**src/rtl/alarm_set_ctrl_pkg.sv**
```systemverilog
// Shared types and constants for the alarm-minute set/ring controller.
// Holds the FSM state encoding, the BCD digit limits and a small digit-increment helper.
package alarm_set_ctrl_pkg;

  typedef enum logic [1:0] {
    IDLE      = 2'd0,
    EDIT_TENS = 2'd1,
    EDIT_ONES = 2'd2,
    COMMIT    = 2'd3
  } state_e;

  localparam logic [3:0] TENS_MAX = 4'd5;
  localparam logic [3:0] ONES_MAX = 4'd9;

  // Wraps to zero past the digit's limit; also recovers an out-of-range digit.
  function automatic logic [3:0] bcdInc(input logic [3:0] digit, input logic [3:0] maxVal);
    return (digit >= maxVal) ? 4'd0 : digit + 4'd1;
  endfunction

endpackage

```
**src/rtl/tick_down_cnt.sv**
```systemverilog
// Loadable down-counter stepped by the 1 Hz tick.
// expire_o marks the tick that takes the count from one to zero.
module tick_down_cnt #(
  parameter int W = 4
) (
  input  logic         clk,
  input  logic         rst,
  input  logic         clr_i,
  input  logic         load_i,
  input  logic [W-1:0] load_val_i,
  input  logic         dec_i,
  output logic         expire_o
);

  logic [W-1:0] count_q;
  logic [W-1:0] count_d;

  // Clear beats load beats decrement; the count parks at zero.
  always_comb begin
    count_d = count_q;
    if (clr_i) begin
      count_d = '0;
    end else if (load_i) begin
      count_d = load_val_i;
    end else if (dec_i && (count_q != '0)) begin
      count_d = count_q - W'(1);
    end
  end

  always_ff @(posedge clk) begin
    if (rst) begin
      count_q <= '0;
    end else begin
      count_q <= count_d;
    end
  end

  assign expire_o = dec_i && !load_i && !clr_i && (count_q == W'(1));

endmodule

```
**src/rtl/alarm_set_ctrl.sv**
```systemverilog
// Alarm-minute controller: button-driven edit/commit flow, committed alarm register,
// alarm match against the running time and the timed ring period.
module alarm_set_ctrl
  import alarm_set_ctrl_pkg::*;
#(
  parameter int TIMEOUT  = 10,
  parameter int RING_LEN = 60
) (
  input  logic       clk,
  input  logic       rst,
  input  logic       tick,
  input  logic       btn_mode,
  input  logic       btn_inc,
  input  logic       btn_stop,
  input  logic [3:0] cur_min1,
  input  logic [3:0] cur_min2,
  input  logic       sec_zero,
  output logic [3:0] alarm_min1,
  output logic [3:0] alarm_min2,
  output logic [3:0] edit_min1,
  output logic [3:0] edit_min2,
  output logic       editing,
  output logic       edit_sel,
  output logic       blink,
  output logic       set_min,
  output logic       ringing
);

  localparam int TW = $clog2(TIMEOUT + 1);
  localparam int RW = $clog2(RING_LEN + 1);
  localparam logic [TW-1:0] TIMEOUT_VAL  = TW'(TIMEOUT);
  localparam logic [RW-1:0] RING_LEN_VAL = RW'(RING_LEN);

  state_e     state_q, state_d;
  logic [3:0] alarm1_q, alarm1_d;
  logic [3:0] alarm2_q, alarm2_d;
  logic [3:0] edit1_q, edit1_d;
  logic [3:0] edit2_q, edit2_d;
  logic       blink_q, blink_d;
  logic       ringing_q, ringing_d;
  logic       setMin_q, setMin_d;
  logic       editing_q, editing_d;
  logic       editSel_q, editSel_d;

  logic anyPress;
  logic inEdit;
  logic nextInEdit;
  logic alarmMatch;
  logic idleLoad;
  logic idleExpire;
  logic ringLoad;
  logic ringClr;
  logic ringExpire;

  assign anyPress   = btn_mode | btn_inc | btn_stop;
  assign inEdit     = (state_q == EDIT_TENS) || (state_q == EDIT_ONES);
  assign nextInEdit = (state_d == EDIT_TENS) || (state_d == EDIT_ONES);
  assign alarmMatch = (state_q == IDLE) && !ringing_q && tick && sec_zero &&
                      (cur_min1 == alarm1_q) && (cur_min2 == alarm2_q);

  tick_down_cnt #(.W(TW)) uIdleCnt (
    .clk        (clk),
    .rst        (rst),
    .clr_i      (1'b0),
    .load_i     (idleLoad),
    .load_val_i (TIMEOUT_VAL),
    .dec_i      (tick && inEdit),
    .expire_o   (idleExpire)
  );

  tick_down_cnt #(.W(RW)) uRingCnt (
    .clk        (clk),
    .rst        (rst),
    .clr_i      (ringClr),
    .load_i     (ringLoad),
    .load_val_i (RING_LEN_VAL),
    .dec_i      (tick && ringing_q),
    .expire_o   (ringExpire)
  );

  // While ringing, any button only silences the alarm and never reaches the edit flow.
  always_comb begin
    state_d   = state_q;
    alarm1_d  = alarm1_q;
    alarm2_d  = alarm2_q;
    edit1_d   = edit1_q;
    edit2_d   = edit2_q;
    ringing_d = ringing_q;
    idleLoad  = 1'b0;
    ringLoad  = 1'b0;
    ringClr   = 1'b0;

    if (ringing_q) begin
      if (anyPress) begin
        ringing_d = 1'b0;
        ringClr   = 1'b0 | 1'b1;
      end else if (ringExpire) begin
        ringing_d = 1'b0;
      end
    end else begin
      unique case (state_q)
        IDLE: begin
          if (btn_mode) begin
            state_d  = EDIT_TENS;
            edit1_d  = alarm1_q;
            edit2_d  = alarm2_q;
            idleLoad = 1'b1;
          end else if (alarmMatch) begin
            ringing_d = 1'b1;
            ringLoad  = 1'b1;
          end
        end
        EDIT_TENS, EDIT_ONES: begin
          idleLoad = anyPress;
          if (btn_mode) begin
            if (state_q == EDIT_TENS) begin
              state_d = EDIT_ONES;
            end else begin
              state_d  = COMMIT;
              alarm1_d = edit1_q;
              alarm2_d = edit2_q;
            end
          end else if (btn_inc) begin
            if (state_q == EDIT_TENS) begin
              edit1_d = bcdInc(edit1_q, TENS_MAX);
            end else begin
              edit2_d = bcdInc(edit2_q, ONES_MAX);
            end
          end else if (idleExpire && !anyPress) begin
            // Abandoned session: working digits fall back to the committed alarm.
            state_d = IDLE;
            edit1_d = alarm1_q;
            edit2_d = alarm2_q;
          end
        end
        COMMIT: begin
          state_d = IDLE;
        end
        default: begin
          state_d = IDLE;
        end
      endcase
    end
  end

  // Decoded outputs are computed from the next state so they land in registers.
  always_comb begin
    blink_d   = 1'b0;
    editing_d = nextInEdit;
    editSel_d = (state_d == EDIT_ONES);
    setMin_d  = (state_d == COMMIT);
    if (inEdit && nextInEdit) begin
      blink_d = tick ? ~blink_q : blink_q;
    end
  end

  always_ff @(posedge clk) begin
    if (rst) begin
      state_q   <= IDLE;
      alarm1_q  <= 4'd0;
      alarm2_q  <= 4'd0;
      edit1_q   <= 4'd0;
      edit2_q   <= 4'd0;
      blink_q   <= 1'b0;
      ringing_q <= 1'b0;
      setMin_q  <= 1'b0;
      editing_q <= 1'b0;
      editSel_q <= 1'b0;
    end else begin
      state_q   <= state_d;
      alarm1_q  <= alarm1_d;
      alarm2_q  <= alarm2_d;
      edit1_q   <= edit1_d;
      edit2_q   <= edit2_d;
      blink_q   <= blink_d;
      ringing_q <= ringing_d;
      setMin_q  <= setMin_d;
      editing_q <= editing_d;
      editSel_q <= editSel_d;
    end
  end

  assign alarm_min1 = alarm1_q;
  assign alarm_min2 = alarm2_q;
  assign edit_min1  = edit1_q;
  assign edit_min2  = edit2_q;
  assign editing    = editing_q;
  assign edit_sel   = editSel_q;
  assign blink      = blink_q;
  assign set_min    = setMin_q;
  assign ringing    = ringing_q;

endmodule

```
**config.mk**
```make
export PLATFORM = sky130hd
export DESIGN_NAME = alarm_set_ctrl
export DESIGN_NICKNAME = d
export VERILOG_FILES = /design/src/rtl/alarm_set_ctrl_pkg.sv /design/src/rtl/tick_down_cnt.sv /design/src/rtl/alarm_set_ctrl.sv
export SDC_FILE = /design/constraint.sdc
export NUM_CORES = 1
export LEC_CHECK = 0
export ABC_CLOCK_PERIOD_IN_PS = 2500
export CAP_MARGIN = 5
export CORE_ASPECT_RATIO = 0.7
export CORE_MARGIN = 8
export CORE_UTILIZATION = 40
export DETAILED_ROUTE_END_ITERATION = 16
export DONT_BUFFER_PORTS = 1
export SETUP_SLACK_MARGIN = 0.15
export SYNTH_ARGS = -nofsm -noshare
export SYNTH_HDL_FRONTEND = slang
export SYNTH_SLANG_ARGS = --single-unit
export TNS_END_PERCENT = 30
```
**constraint.sdc**
```tcl
create_clock -name clk -period 2.5 [get_ports clk]
set_clock_uncertainty 0.05 [all_clocks]
set_input_delay 0.375 -clock clk [delete_from_list [all_inputs] [get_ports clk]]
set_output_delay 0.375 -clock clk [all_outputs]
set_load 0.02 [all_outputs]
```
==> results.toml <==
[status]
status = "completed"

[drt]
drtAntennaViolNets = 0
firstDrtPassIters = 4
drt_iter0_drc = 106
wire_per_inst_um = 17.0
num_vias = 1556
wirelength_mm = 4.66
avgViaCountPerCell = 5.66
drcViolationCount = 0

[setup_path]
reg2reg_from = "state_q[0]"
path_class = "reg -> reg"
critPathMaxFanout = 9
cp_data_required_time_ns = 2.68
worstReg2RegEnd = "blink"
critPathLaunchType = "flip-flop"
arrival_ns = 2.37
r2r_slack_ns = 0.31
worst_setup_path_end_kind = "flip-flop"
worstRegToRegCells = 8

[grt]
grt_overflow = 0
grt_pass1_wl_mm = 7.52
antenna_found_initial = 0
grt.total_usage_pct = 12.9
grt_max_degree = 26
grt.met2_usage_pct = 19.1
busiest_layer = "met2"
grtUsageMet3_pct = 5.05
grt_pass1_vias = 1477
grtUsageMet1_pct = 16.7

[clock_network]
cts_root_buf = "clkbuf_8"
clk_path_buf_depth = 2
cts_buffers = 5
cts-hold-fix-buffers = 0
cts_setup_buffers = 0
cts.sinks = 33
htreeDepth = 2
cts_tree = "yes"
cts.clk_slew.worst_paths_ns = 0.08
clk_latency_ns = 0.29

[synth]
yosys.cell_types.count = 50
syn-mean-instance-area_um2 = 9.11
ys_top_cells_by_area = "dfxtp_1 34%, ha_1 11%, xnor2_1 6.3%"
synth_area_um2 = 1950
syn_nets = 246
syn_inst = 214
synth_top_area_share_pct = 33.9
yosys.area.top_type = "dfxtp_1"
ys_seq_elements = 33
yosys_warnings = 0
yosysSeqAreaShare_pct = 33.9

[pwr]
vdd_drop_max_mv = 0.218
internal-power_uw = 885
power_switching_uw = 364
p_total_uw = 1250
comb_power_share_pct = 16.6
p_leak_uw = 0.000782
sequentialPowerShare_pct = 47.0
power_switching_share_pct = 29.1
clkPwrFrac_pct = 36.4
power.density_nw_per_um2 = 588

[min_path]
worstHoldEndpoint = "alarm_min1[3]"
hp-start = "rst"
hold-path-cell-count = 1
hold_class = "in -> reg"

[timing]
fin_crit_sh_pct = 87.7
maxSlewHeadroom_pct = 54.1
rsz0062_at_grt = "no"
holdWs_ns = 0.111
finalHoldViolCount = 0
setup_viol = 0
slew_viol_final = 0
final.setup.tns_ns = 0
fmax_mhz = 456
worst_pin_slew_ns = 0.688
min_period_ns = 2.19

[place]
placed_cell_area_um2 = 2010
dp.final_hpwl_mm = 3.47
io_buffer_count = 0
gp_congestion = 0.786

[die]
dieArea_um2 = 7400
coreArea_um2 = 4730
die-width_um = 99.4
rows = 21
io_pins = 36
die_h_um = 74.4
start_util_pct = 41.2

[finish]
design_area_um2 = 2120
area_delta_synth_final_pct = 8.99
layout.nets = 249
drive_above_1_share_pct = 11.0
antenna_cells = 0

[run]
max_cap_violations = 0
worst max-delay path, cell delays in order (launching register included):
cell	delay, ns
dfxtp_1	0.40
inv_1	0.09
ha_2	0.40
inv_1	0.12
a221oi_1	0.29
o32ai_2	0.15
ha_1	0.32
nor2_1	0.14
and3_2	0.18
flip-flops by register name, indices dropped and copies added (netlist names):
| name | cells |
|---|---|
| alarm_min1 | 4 |
| alarm_min2 | 4 |
| blink | 1 |
| edit_min1 | 4 |
| edit_min2 | 4 |
| edit_sel | 1 |
| editing | 1 |
| ringing | 1 |
| set_min | 1 |
| state_q | 2 |
| uIdleCnt.count_q | 4 |
| uRingCnt.count_q | 6 |
power by group through the flow:
stage | logic [µW] | clock network [µW] | registers [µW]
floorplan | 158 | 0 | 600
global placement | 202 | 0 | 599
detailed placement | 203 | 0 | 599
CTS | 204 | 470 | 586
global route | 230 | 500 | 590
finish | 208 | 455 | 586
worst max-delay path by stage:
stage,from,endpoint,depth (start not counted)
2_1_floorplan,state_q[0],blink,8
3_3_place_gp,state_q[0],blink,8
3_5_place_dp,state_q[0],blink,8
4_1_cts,state_q[0],blink,8
5_1_grt,state_q[0],edit_min2[3],6
6_report,state_q[0],blink,8
cells by family (layout without fill, tap and decap cells):
logic type	after synthesis	after routing	share of synthesized area (%)
AOI/OAI and AO/OA	58	58	22.4
xor gates and xnor gates	16	16	7.19
adders and majority gates	17	17	10.9
buffers and inverters	26	30	5.39
DFF	33	33	33.9
muxes	9	9	4.62
and+or+nand+nor	55	55	15.6
cells in the mapped netlist, drive strengths merged:
cell / count
a2111oi: 4
a221oi: 3
o311ai: 2
and4bb: 1
o32ai: 1
xor2: 2
a32oi: 2
o41ai: 2
and3: 3
a21oi: 18
o21ai: 2
dfxtp: 33
a22oi: 3
a31oi: 1
nor4: 1
o211ai: 1
a211oi: 7
a311oi: 4
mux2i: 9
o21a: 2
a21o: 1
xnor2: 14
or3b: 2
or4: 1
o2111a: 1
buf: 3
nand2: 11
nor2: 15
nor2b: 4
o31ai: 1
or3: 4
inv: 18
a32o: 1
clkbuf: 5
nand3: 2
ha: 17
a221o: 2
nand4: 4
or2: 3
nand2b: 1
nand3b: 1
nor3: 2
per-stage QoR:
step | util [%] | cells | setup slack, ns
final | 44.9 | 275 | 0.307
after floorplan | - | 214 | 0.526
after global routing | 44.9 | 275 | 0.195
after global placement | 42.6 | 267 | 0.377
after detailed placement | 42.6 | 267 | 0.278
after CTS | 44.7 | 275 | 0.253
layout by cell type, fill, tap and decap left out, types with 2 or more instances in the layout:
cell       count
a211oi_1       7
buf_4          4
nor2b_1        4
o21ai_0        2
inv_1         18
or3_1          4
a21oi_1       17
or2_2          3
o21a_1         2
a2111oi_0      2
and3_2         2
xnor2_1       14
nand2_1       11
a22oi_1        3
o41ai_1        2
nor2_1        15
xor2_1         2
a32oi_1        2
ha_1          16
a221o_1        2
clkbuf_8       7
a221oi_1       3
o311ai_1       2
dfxtp_1       33
nand3_1        2
nand4_1        4
a311oi_1       4
mux2i_1        9
routing by layer:
layer,part of all wire (%),up-vias,wire (µm)
li1,-,790,-
met1,49,732,2270
met2,45,28,2090
met3,5.3,6,246
met4,1.2,0,55
met5,0,-,0
area by class of cell:
class / instances / area [µm²]
Timing Repair Buffer: 4 / 30.0
Tap cell: 57 / 71.3
Multi-Input combinational cell: 155 / 1190
Sequential cell: 33 / 661
Inverter: 18 / 67.6
Clock inverter: 1 / 5.00
Clock buffer: 7 / 96.3
Fill cell: 472 / 2610
repair_timing:
| action | in CTS | in global routing |
|---|---|---|
| endpoints found under the setup margin | 0 | 1 |
| gates resized for setup | 0 | 2 |
| endpoints found under the hold margin | 0 | 0 |
No activity file was read; power rests on OpenSTA's default activity.
